[src/rtl/if_fetch_requester.sv]
// Instruction-fetch initiator: sequential req/gnt fetches, in-order response FIFO,
// valid/ready delivery to the fetch stage, and branch redirect with in-flight discard.
module if_fetch_requester #(
  parameter logic [31:0] BOOT_ADDR  = 32'h0000_0080,
  parameter int unsigned FIFO_DEPTH = 2
) (
  input  logic        clk_i,
  input  logic        rst_ni,
  input  logic        fetch_en_i,
  input  logic        branch_i,
  input  logic [31:0] branch_addr_i,
  output logic        fetch_valid_o,
  input  logic        fetch_ready_i,
  output logic [31:0] fetch_rdata_o,
  output logic [31:0] fetch_addr_o,
  output logic        fetch_err_o,
  output logic        instr_req_o,
  output logic [31:0] instr_addr_o,
  input  logic        instr_gnt_i,
  input  logic        instr_rvalid_i,
  input  logic [31:0] instr_rdata_i,
  input  logic        instr_err_i
);

  localparam int unsigned PW = (FIFO_DEPTH > 1) ? $clog2(FIFO_DEPTH) : 1;
  localparam int unsigned CW = $clog2(FIFO_DEPTH + 1);
  localparam logic [CW:0]   DEPTH_C = (CW+1)'(FIFO_DEPTH);
  localparam logic [PW-1:0] LAST    = PW'(FIFO_DEPTH - 1);

  typedef enum logic {IDLE, REQ} state_e;

  state_e        state;
  logic          req_q;
  logic [31:0]   pc;
  logic [CW-1:0] outstanding, discard, fifo_cnt;
  logic          pend_br;
  logic [31:0]   pend_tgt;

  logic [31:0]   aq_addr [FIFO_DEPTH];
  logic [PW-1:0] aq_wp, aq_rp;

  logic [31:0]   f_data [FIFO_DEPTH];
  logic [31:0]   f_addr [FIFO_DEPTH];
  logic          f_err  [FIFO_DEPTH];
  logic [PW-1:0] f_wp, f_rp;

  logic          gnt_acc, drop, push, pop, credit_now, credit_next;
  logic [CW-1:0] out_next, cnt_next, discard_next;
  logic [31:0]   pc_next, br_tgt;
  logic          unused_bits;

  function automatic logic [PW-1:0] ptr_inc(input logic [PW-1:0] p);
    return (p == LAST) ? '0 : p + 1'b1;
  endfunction

  assign unused_bits = ^branch_addr_i[1:0];
  assign br_tgt      = {branch_addr_i[31:2], 2'b00};

  assign gnt_acc  = req_q & instr_gnt_i;
  // A response arriving in the redirect cycle belongs to the old stream.
  assign drop     = instr_rvalid_i & (branch_i | (discard != '0));
  assign push     = instr_rvalid_i & ~drop;
  assign pop      = fetch_valid_o & fetch_ready_i & ~branch_i;
  assign out_next = outstanding + CW'(gnt_acc) - CW'(instr_rvalid_i);
  assign cnt_next = branch_i ? '0 : fifo_cnt + CW'(push) - CW'(pop);

  assign credit_now  = ({1'b0, outstanding} + {1'b0, fifo_cnt}) < DEPTH_C;
  assign credit_next = ({1'b0, out_next} + {1'b0, cnt_next}) < DEPTH_C;

  always_comb begin
    pc_next = pc;
    if (gnt_acc) pc_next = pend_br ? pend_tgt : pc + 32'd4;
    if (branch_i && (!req_q || instr_gnt_i)) pc_next = br_tgt;
  end

  // A deferred redirect counts its own held request as stale once granted.
  always_comb begin
    if (branch_i) discard_next = out_next;
    else discard_next = discard - CW'(instr_rvalid_i && (discard != '0))
                                + CW'(gnt_acc && pend_br);
  end

  assign instr_req_o   = req_q;
  assign instr_addr_o  = pc;
  assign fetch_valid_o = (fifo_cnt != '0);
  assign fetch_rdata_o = f_data[f_rp];
  assign fetch_addr_o  = f_addr[f_rp];
  assign fetch_err_o   = f_err[f_rp];

  always_ff @(posedge clk_i or negedge rst_ni) begin
    if (!rst_ni) begin
      state       <= IDLE;
      req_q       <= 1'b0;
      pc          <= BOOT_ADDR;
      outstanding <= '0;
      discard     <= '0;
      fifo_cnt    <= '0;
      pend_br     <= 1'b0;
      pend_tgt    <= '0;
      aq_wp       <= '0;
      aq_rp       <= '0;
      f_wp        <= '0;
      f_rp        <= '0;
      for (int unsigned i = 0; i < FIFO_DEPTH; i++) begin
        aq_addr[i] <= '0;
        f_data[i]  <= '0;
        f_addr[i]  <= '0;
        f_err[i]   <= 1'b0;
      end
    end else begin
      pc          <= pc_next;
      outstanding <= out_next;
      discard     <= discard_next;
      fifo_cnt    <= cnt_next;

      case (state)
        IDLE: if (fetch_en_i && credit_now) begin
          state <= REQ;
          req_q <= 1'b1;
        end
        REQ: if (gnt_acc && !(fetch_en_i && credit_next)) begin
          state <= IDLE;
          req_q <= 1'b0;
        end
        default: begin
          state <= IDLE;
          req_q <= 1'b0;
        end
      endcase

      if (branch_i && req_q && !instr_gnt_i) begin
        pend_br  <= 1'b1;
        pend_tgt <= br_tgt;
      end else if (gnt_acc) begin
        pend_br  <= 1'b0;
      end

      if (gnt_acc) begin
        aq_addr[aq_wp] <= pc;
        aq_wp          <= ptr_inc(aq_wp);
      end
      if (instr_rvalid_i) aq_rp <= ptr_inc(aq_rp);

      if (branch_i) begin
        f_wp <= '0;
        f_rp <= '0;
      end else begin
        if (push) begin
          f_data[f_wp] <= instr_rdata_i;
          f_addr[f_wp] <= aq_addr[aq_rp];
          f_err[f_wp]  <= instr_err_i;
          f_wp         <= ptr_inc(f_wp);
        end
        if (pop) f_rp <= ptr_inc(f_rp);
      end
    end
  end

  assert property (@(posedge clk_i) disable iff (!rst_ni)
                   instr_rvalid_i |-> (outstanding != '0));

endmodule

[config.mk]
export PLATFORM = sky130hd
export DESIGN_NAME = if_fetch_requester
export DESIGN_NICKNAME = d
export VERILOG_FILES = /design/src/rtl/if_fetch_requester.sv
export SDC_FILE = /design/constraint.sdc
export NUM_CORES = 1
export LEC_CHECK = 0
export BUFFER_PORTS_ARGS = -buffer_cell sky130_fd_sc_hd__buf_2
export CORE_ASPECT_RATIO = 1.1
export CORE_MARGIN = 10
export CORE_UTILIZATION = 32
export CTS_CLUSTER_SIZE = 40
export DETAILED_ROUTE_END_ITERATION = 8
export GPL_TIMING_DRIVEN = 0
export PLACE_DENSITY_LB_ADDON = 0.15
export REMOVE_ABC_BUFFERS = 1
export SETUP_SLACK_MARGIN = 0.4
export SYNTH_ARGS = -nofsm -noshare
export SYNTH_HDL_FRONTEND = slang
export SYNTH_SLANG_ARGS = --single-unit
export TNS_END_PERCENT = 10
[constraint.sdc]
create_clock -name clk_i -period 2.3 [get_ports clk_i]
set_input_delay 0.115 -clock clk_i [delete_from_list [all_inputs] [get_ports clk_i]]
set_output_delay 0.115 -clock clk_i [all_outputs]
set_load 0.03 [all_outputs]
* Word level (Yosys, flattened, before mapping) *
Index checks and enable logic that the tools add are counted.

word-level totals
  input bits = 72
  register bits after elaboration = 269
  word-level logic and storage cells = 121
  output and inout port bits = 99

operators by class
  equal/unequal tests = 2
  reductions and logical operators = 22
  add/sub/neg operators = 13
  bitwise operators = 13
  mux-type cells = 43
  magnitude comparators = 8

operators by type and width
  cell                                                        count
  2-to-1 mux 32 bit                                           14
  bitwise mux 64 bit                                          3
  demux 32 bit (select 1 bit)                                 2
  adder 32 x 3 -> 32 bit, second input constant               1
  2-to-1 mux 1 bit                                            18
  nonzero test 2 bit                                          6
  logical AND 1 bit                                           10
  greater-or-equal comparator 2 bit, second input constant    4
  inverter 1 -> 2 bit                                         4
  adder 2 x 1 -> 2 bit                                        3
  adder 2 x 2 -> 3 bit                                        2
  less-than comparator 3 x 2 -> 1 bit, second input constant  2
  subtractor 2 x 1 -> 2 bit                                   3
  bitwise AND 1 bit                                           5
  adder 1 bit, second input constant                          4
  less-than comparator 2 x 1 -> 1 bit, second input constant  2
  2-to-1 mux 2 bit                                            2
  one-hot mux 1 bit (2 select lines)                          2
  AND reduction 2 bit                                         2
  zero test 1 bit                                             3
  inverter 1 bit                                              3
  bitwise mux 2 bit                                           1
  inequality test 2 x 1 -> 1 bit, second input constant       1
  inequality test 2 bit, second input constant                1
  3 further kinds                                             3

* Depth between registers and ports, before layout *
Gate-level depths: netlist of the first run.

  word-level depth = 15
  mapped depth = 13
  gate-level depth less buffers = 13

* Least setup slack after synthesis of the first run *
Ideal clock, no wire load.

  path kind = register to register
  from = reg fifo_cnt[1]
  to = reg req_q (netlist: instr_req_o)
  required time = 2.175 ns
  setup slack = -0.371 ns
  setup time = 0.125 ns
  data arrival time = 2.546 ns
  stages on the path, launching flop included = 14
  period minus slack after synthesis = 2.671 ns
  buffers on the path = 0
  cells stage by stage = dfrtp_1 > or2_2 > nand2_1 > nor2_1 > ha_1 > inv_1 > ha_1 > xor2_1 > xnor2_1 > nor2_1 > fa_1 > nor2_1 > a21oi_1 > a21oi_1

between the ends
  word-level cells in the longest chain between the ends = 12
  elaborated cells on any way between the ends = 17
  classes of those cells = add/sub: 4; order compare: 2; eq/ne: 2; mux: 1; bitwise: 2; reduce/logical: 6

RTL lines
  what                                      RTL line  RTL
  start, declared                           35        logic [CW-1:0] outstanding, discard, fifo_cnt;
  start signal, assigned                    114       fifo_cnt <= cnt_next;
  nonzero test 2 bit                        85        assign fetch_valid_o = (fifo_cnt != '0);
  via fetch_valid_o                         12        output logic fetch_valid_o,
  bitwise AND 1 bit (2 in a row)            63        assign pop = fetch_valid_o & fetch_ready_i & ~branch_i;
  subtractor 2 x 1 -> 2 bit                 65        assign cnt_next = branch_i ? '0 : fifo_cnt + CW'(push) - CW'(pop);
  2-to-1 mux 2 bit                          65
  via cnt_next[1]                           48        logic [CW-1:0] out_next, cnt_next, discard_next;
  adder 2 x 2 -> 3 bit                      68        assign credit_next = ({1'b0, out_next} + {1'b0, cnt_next}) < DEPTH_C;
  less-than comparator 3 x 2 -> 1 bit       68
  logical AND 1 bit                         121       REQ: if (gnt_acc && !(fetch_en_i && credit_next)) begin
  zero test 1 bit                           121
  logical AND 1 bit                         121
  inequality test 2 x 1 -> 1 bit (no line)  n/a
  AND reduction 2 bit (no line)             n/a
  end signal, assigned                      119       req_q <= 1'b1;
  end signal, assigned                      123       req_q <= 1'b0;
  end signal, assigned                      127       req_q <= 1'b0;
  end, declared                             33        logic req_q;

The timed path passes the listed nets, and every way through them passes these cells.
A chain may end at the register's enable or synchronous reset.

* Final worst setup path of the first run *
  from = reg fifo_cnt[0]
  to = reg req_q (netlist: instr_req_o)

between the ends
  word-level cells in the longest chain between the ends = 12
  elaborated cells on any way between the ends = 17
  classes of those cells = add/sub: 4; order compare: 2; eq/ne: 2; mux: 1; bitwise: 2; reduce/logical: 6

RTL lines
  what                                        RTL line
  nonzero test 2 bit                          85
  bitwise AND 1 bit (2 in a row)              63
  subtractor 2 x 1 -> 2 bit *                 65
  2-to-1 mux 2 bit *                          65
  via cnt_next[1]                             48
  adder 2 x 2 -> 3 bit *                      68
  less-than comparator 3 x 2 -> 1 bit *       68
  logical AND 1 bit *                         121
  zero test 1 bit *                           121
  logical AND 1 bit *                         121
  inequality test 2 x 1 -> 1 bit (no line) *  n/a
  AND reduction 2 bit (no line) *             n/a

The timed path passes the listed nets; every way through them passes the cells marked *.

==> flow_metrics.env, run 1 <==
export IMPL_ir_drop_mv=0.748
export IMPL_r2r_slack_ns=-0.26
export IMPL_yosys_warnings=0
export IMPL_relSlewSlack=0.477
export IMPL_ys_ff_latch=259
export IMPL_path_clk_slew_ns=0.06
export IMPL_overflow=0
export IMPL_grt_max_degree=112
export IMPL_grt_usage=0.148
export IMPL_final_layout_size_suffix_gt1_frac=0.419
export IMPL_clk_latency_ns=0.56
export IMPL_h_tree_depth=1
export IMPL_numCtsBuffers=29
export IMPL_grt_pass1_vias=8946
export IMPL_postRouteAntennaNets=0
export IMPL_grt_pass1_wl_um=53700
export IMPL_die_x_um=204
export IMPL_wl_um=33200
export IMPL_fmax_ghz=0.391
export IMPL_syn_area_per_cell_um2=12.0
export IMPL_synth_top_area_cell="dfrtp_1"
export IMPL_multiInputGateArea_mm2=0.00538
export IMPL_cp_end_kind="register"
export IMPL_cts_sinks=259
export IMPL_hold_violations=0
export IMPL_yosysTopAreaCellShare=0.543
export IMPL_final_cells=1729
export IMPL_ios=171
export IMPL_most_common_layout_cells="dfrtp_1 (246), mux2_2 (203), buf_2 (123), dlygate4sd3_1 (69), nand2_1 (52)"
export IMPL_cts_tree="built"
export IMPL_path_cells="or2_4 -> nand2_4 -> nor2_2 -> ha_1 -> inv_1 -> ha_2 -> xor2_2 -> xnor2_1 -> nor2_2 -> fa_1 -> nor2_2 -> a21oi_2 -> a21oi_1"
export IMPL_postSynthCellCount=992
export IMPL_r2r_end="instr_req_o"
export IMPL_fin_hold_ws_ns=0.0301
export IMPL_min_to="fifo_cnt[0]"
export IMPL_crit_path_start_kind="register"
export IMPL_tightest_slew_ns=0.783
export IMPL_dp_hpwl_um=22100
export IMPL_setup_ws_ns=-0.255
export IMPL_fin_total_pwr_w=0.0223
export IMPL_crit_start="fifo_cnt[0]"
export IMPL_finalSetupViolCount=3
export IMPL_worstHoldPathType="input port to register"
export IMPL_cap_violations=0
export IMPL_r2r_start="fifo_cnt[0]"
export IMPL_synth_area_mm2=0.0119
export IMPL_synth_cell_types=58
export IMPL_post_route_period_util=1.11
export IMPL_synth_fa_ha_area_frac=0.0107
export IMPL_powerDensity_mw_per_mm2=1440
export IMPL_p_sw_frac=0.388
export IMPL_drt_iter0_drc=323
export IMPL_worstPathMaxFanout=2
export IMPL_core_rowCount=74
export IMPL_grt_antenna_before_repair=2
export IMPL_clkPwrFrac=0.205
export IMPL_coreArea_mm2=0.0369
export IMPL_dp_cells=1597
export IMPL_p_leak_nw=6.87
export IMPL_synth_ff_type="dfrtp_1"
export IMPL_drc=0
export IMPL_crit_required_ns=2.73
export IMPL_synth_compound_area_frac=0.0764
export IMPL_ys_seq_area_frac=0.545
export IMPL_area_growth_pct=30.3
export IMPL_synth_edf_count=0
export IMPL_critical_path_class="register to register"
export IMPL_synthMuxAreaShare=0.240
export IMPL_synth_area_leaders="dfrtp_1 (54%), mux2_2 (21%), mux2i_1 (3.3%)"
export IMPL_synth_top_family_by_area="multiplexers"
export IMPL_via_per_inst=4.85
export IMPL_cts_max_path_buffers=3
export IMPL_routedWlPerCell_um=19.2
export IMPL_dieHeight_um=222
export IMPL_portBuffers=164
export IMPL_crit_top_cell="nor2_2"
export IMPL_die_area_mm2=0.0453
export IMPL_synth_xor_area_frac=0.0169
export IMPL_layout_nets=1292
export IMPL_mostFrequentLayoutCell="dfrtp_1"
export IMPL_p_int_w=0.0136
export IMPL_worst_clock_skew_ns=0.0135
export IMPL_drt_first_pass_iters=4
export IMPL_gp_congestion=0.788
export IMPL_fillCellCount=3541
export IMPL_violations="setup timing"
export IMPL_crit_arrival_ns=2.98
export IMPL_power_switching_w=0.00864
export IMPL_min_path_cells=2
export IMPL_seq_power_share=0.382
export IMPL_status="finished, violations left"
export IMPL_cts_root_buf="clkbuf_16"
export IMPL_initial_core_util=0.322
export IMPL_reg2reg_depth=13
export IMPL_async_flop_share=1.00
export IMPL_vias=8384
export IMPL_period_needed_ns=2.56
export IMPL_ff_latch_area_mm2=0.00650
export IMPL_rsz0062_at_grt="true"
export IMPL_slowest_stage="fa_1"
export IMPL_worstHoldStart="branch_i"
export IMPL_synthSimpleGateAreaFrac=0.0827
export IMPL_power_frac_comb=0.412
export IMPL_slowest_delay_ns=0.52
export IMPL_slew_violations=0
## critical path, delay by kind of cell (launching register included)
family,cells,cell delay [ns]
and+or+nand+nor,5,0.48
buffers and inverters,1,0.06
AOI/OAI and AO/OA,2,0.22
adders and majority gates,3,0.99
DFF,1,0.38
xor gates and xnor gates,2,0.28
## logic make-up (layout without fill, tap and decap cells)
family                     after synthesis  in the layout
buffers and inverters                   79            316
DFF                                    259            259
xor gates and xnor gates                23             23
muxes                                  258            258
adders and majority gates                9              9
AOI/OAI and AO/OA                      157            157
other                                    1              6
and+or+nand+nor                        206            207
## synth_stat cells (7+ instances only)
| library cell | number |
|---|---|
| dfrtp_1 | 258 |
| mux2_2 | 219 |
| nand2_1 | 63 |
| o21ai_0 | 63 |
| nor2_1 | 58 |
| a21oi_1 | 52 |
| clkbuf_1 | 41 |
| mux2i_1 | 39 |
| nand3_1 | 21 |
| buf_1 | 15 |
| and3_1 | 13 |
| xor2_1 | 13 |
| xnor2_1 | 10 |
| buf_2 | 8 |
| ha_1 | 7 |
| inv_1 | 7 |
| nor3_1 | 7 |
## through the flow
stage	instance area, µm²	setup WS (ns)	utilization	setup TNS [ns]
2_1_floorplan	11600	-2.23	-	-209.05
3_3_place_gp	13000	-5.63	0.353	-1809.73
3_5_place_dp	13400	-1.10	0.363	-56.87
4_1_cts	15400	-0.283	0.417	-1.96
5_1_grt	15500	-0.388	0.419	-4.80
6_report	15500	-0.255	0.419	-0.538
## worst max path at each step
| stage | slack [ns] | to | depth (start not counted) |
|---|---|---|---|
| finish | -0.26 | instr_req_o | 13 |
| global placement | -5.63 | f_data[36] | 5 |
| floorplan | -2.23 | f_data[32] | 4 |
| global route | -0.39 | instr_req_o | 13 |
| CTS | -0.28 | instr_req_o | 13 |
| detailed placement | -1.10 | instr_req_o | 13 |
## area by class of cell
type | count | area share
Tap cell | 494 | 0.0399
Multi-Input combinational cell | 658 | 0.347
Clock buffer | 44 | 0.0556
Antenna cell | 2 | 0.000323
Timing Repair Buffer | 255 | 0.130
Inverter | 8 | 0.00218
Sequential cell | 259 | 0.420
Clock inverter | 9 | 0.00468
## flip-flops by register name (all words and copies together) (netlist names), 2 cells and up
| register | cells |
|---|---|
| pend_tgt | 30 |
| fifo_cnt | 2 |
| f_err | 2 |
| discard | 2 |
| instr_addr_o | 30 |
| outstanding | 2 |
| f_addr | 60 |
| f_data | 64 |
| aq_addr | 60 |
## per-layer routing
layer | global-route usage | routed length (µm)
met1 | 0.197 | 15300
met3 | 0.0298 | 1720
met5 | 0 | 13
met2 | 0.242 | 15700
met4 | 0.0323 | 460
## power groups by stage
stage / clock network (W) / logic, W / registers (W)
after floorplan: 0 / 0.00575 / 0.00853
after global placement: 0 / 0.00829 / 0.00869
after detailed placement: 0 / 0.00862 / 0.00859
after CTS: 0.00475 / 0.00932 / 0.00853
after global routing: 0.00494 / 0.0101 / 0.00887
final: 0.00457 / 0.00918 / 0.00851
## what timing repair did
item / 4_1_cts / 5_1_grt
hold buffers: 69 / 0
pin swaps: 29 / 27
setup buffers: 5 / 2
endpoints found under the hold margin: 201 / 0
endpoints found under the setup margin: 303 / 224
gates cloned: 1 / 0
gates resized for setup: 121 / 21
Power figures use the tool's default switching activity.
==> run 2: changes to the inputs <==
--- a/config.mk
+++ b/config.mk
@@ -7,7 +7,6 @@
 export LEC_CHECK = 0
 export BUFFER_PORTS_ARGS = -buffer_cell sky130_fd_sc_hd__buf_2
 export CORE_ASPECT_RATIO = 1.1
-export CORE_MARGIN = 10
 export CORE_UTILIZATION = 32
 export CTS_CLUSTER_SIZE = 40
 export DETAILED_ROUTE_END_ITERATION = 8
==> run 2 against run 1 <==
The flow still finishes with violations (setup timing). Sequential cell count did not move. Critical path type unchanged. Clock power rose by 13%. Critical path depth did not move. Cell area rose by 6.0%. Largest power group unchanged.
==> flow_metrics.env, run 2 (synthesized netlist as in run 1, its figures left out) <==
export IMPL_status="finished, violations left"
export IMPL_violations="setup timing"
export IMPL_cap_violations=0
export IMPL_crit_arrival_ns=3.07
export IMPL_dp_cells=1590
export IMPL_crit_path_start_kind="register"
export IMPL_largest_registers="f_data: 64 flops, aq_addr: 60 flops, f_addr: 60 flops"
export IMPL_clk_latency_ns=0.57
export IMPL_setup_ws_ns=-0.317
export IMPL_rsz0062_at_grt="true"
export IMPL_grt_usage=0.168
export IMPL_hold_violations=0
export IMPL_cts_root_buf="clkbuf_16"
export IMPL_vias=8529
export IMPL_period_needed_ns=2.62
export IMPL_grt_pass1_wl_um=49600
export IMPL_powerDensity_mw_per_mm2=1480
export IMPL_regMostFlops="f_data"
export IMPL_finalSetupViolCount=2
export IMPL_area_growth_pct=38.1
export IMPL_relSlewSlack=0.462
export IMPL_grt_pass1_vias=8719
export IMPL_worst_clock_skew_ns=0.0135
export IMPL_layout_nets=1301
export IMPL_p_sw_frac=0.370
export IMPL_critical_path_class="register to register"
export IMPL_initial_core_util=0.327
export IMPL_dp_hpwl_um=20000
export IMPL_p_leak_nw=7.45
export IMPL_final_cells=1730
export IMPL_clkPwrFrac=0.212
export IMPL_coreArea_mm2=0.0364
export IMPL_cp_end_kind="register"
export IMPL_tightest_slew_ns=0.804
export IMPL_ios=171
export IMPL_drc=0
export IMPL_h_tree_depth=1
export IMPL_overflow=0
export IMPL_cts_max_path_buffers=3
export IMPL_numCtsBuffers=31
export IMPL_grt_max_degree=111
export IMPL_worstHoldPathType="input port to register"
export IMPL_die_x_um=186
export IMPL_post_route_period_util=1.14
export IMPL_via_per_inst=4.93
export IMPL_postRouteAntennaNets=0
export IMPL_drt_iter0_drc=376
export IMPL_mostFrequentLayoutCell="dfrtp_1"
export IMPL_worstPathMaxFanout=2
export IMPL_largest_reg_flops=64
export IMPL_drt_first_pass_iters=5
export IMPL_seq_power_share=0.352
export IMPL_ir_drop_mv=0.687
export IMPL_num_antenna_cells=0
export IMPL_portBuffers=164
export IMPL_routedWlPerCell_um=18.9
export IMPL_slew_violations=0
export IMPL_most_common_layout_cells="dfrtp_1 (242), mux2_2 (125), buf_2 (99), mux2_4 (94), dlygate4sd3_1 (68)"
export IMPL_path_clk_slew_ns=0.06
export IMPL_crit_required_ns=2.75
export IMPL_cts_sinks=259
export IMPL_power_frac_comb=0.437
export IMPL_wl_um=32700
export IMPL_die_area_mm2=0.0379
export IMPL_cts_tree="built"
export IMPL_core_rowCount=73
export IMPL_grt_antenna_before_repair=0
export IMPL_p_int_w=0.0153
export IMPL_dieHeight_um=204
export IMPL_fmax_ghz=0.382
export IMPL_final_util=0.452
export IMPL_final_layout_size_suffix_gt1_frac=0.431
export IMPL_gp_congestion=0.747
export IMPL_fin_hold_ws_ns=0.0489
export IMPL_power_switching_w=0.00900
## run 2: cell types whose count changed in the layout (fill, tap and decap cells not counted), sizes merged
| cell | before | now |
|---|---|---|
| dlygate4sd3 | 69 | 68 |
| or2 | 4 | 3 |
| buf | 185 | 190 |
| diode | 2 | 0 |
| clkinv | 7 | 5 |
| clkbuf | 45 | 50 |
| bufinv | 1 | 4 |
| inv | 7 | 8 |
## run 2: area by class of cell
class	count	area, µm²
repair inverters	1	7.51
inverters	8	41.3
well taps	487	609
fillers	3426	19900
clock inverters	10	154
multi-input cells	657	5710
repair buffers	262	2470
clock buffers	46	922
flip-flops and latches	259	6510
## run 2: stage by stage
stage	instance area [µm²]	setup slack, ns	power, W	setup TNS, ns
2_1_floorplan	11600	-2.23	0.0143	-209.05
3_3_place_gp	13000	-5.55	0.0168	-1775.41
3_5_place_dp	13400	-0.983	0.0170	-31.28
4_1_cts	15500	-0.277	0.0230	-2.81
5_1_grt	16400	-0.452	0.0259	-2.34
6_report	16400	-0.317	0.0243	-0.619
## run 2: path summary, 6_finish.rpt
check	from	end	slack (ns)	depth (start not counted)
min in group asynchronous	rst_ni	f_data[16]	0.10	2
max in group asynchronous	rst_ni	instr_addr_o[15]	0.78	4
worst max-delay path	fifo_cnt[0]	state	-0.32	13
worst min-delay path	instr_rvalid_i	f_addr[61]	0.05	4
worst max register to register	fifo_cnt[0]	state	-0.32	13
worst min register to register	f_addr[14]	f_addr[14]	0.48	2
## run 2: repair_timing
item | in CTS | in global routing
hold buffers | 68 | 0
pin swaps | 32 | 29
hold endpoints to repair | 199 | 0
setup endpoints to repair | 257 | 189
cloned | 1 | 4
buffers inserted | 4 | 7
gates resized for setup | 115 | 235
## run 2: worst max-delay path: stages (launching register included)
cell,delay [ns]
dfrtp_1,0.39
or2_4,0.27
nand2_4,0.07
nor2_2,0.04
ha_1,0.31
inv_1,0.07
ha_2,0.16
xor2_1,0.16
xnor2_1,0.16
nor2_2,0.07
fa_1,0.50
nor2_1,0.05
a21oi_2,0.16
o21bai_1,0.09
## run 2: routing by layer
layer / GRT usage / wire, µm / share of wire / up-vias
li1: - / - / - / 4004
met1: 0.223 / 15200 / 0.47 / 4307
met2: 0.282 / 15300 / 0.47 / 173
met3: 0.0280 / 1430 / 0.044 / 45
met4: 0.0477 / 703 / 0.021 / 0
met5: 0 / 0 / 0 / -
## run 2: power groups by stage
stage	logic [W]	registers, W	clock network, W
2_1_floorplan	0.00575	0.00853	0
3_3_place_gp	0.00814	0.00867	0
4_1_cts	0.00911	0.00854	0.00532
3_5_place_dp	0.00848	0.00857	0
6_report	0.0106	0.00856	0.00515
5_1_grt	0.0115	0.00892	0.00549
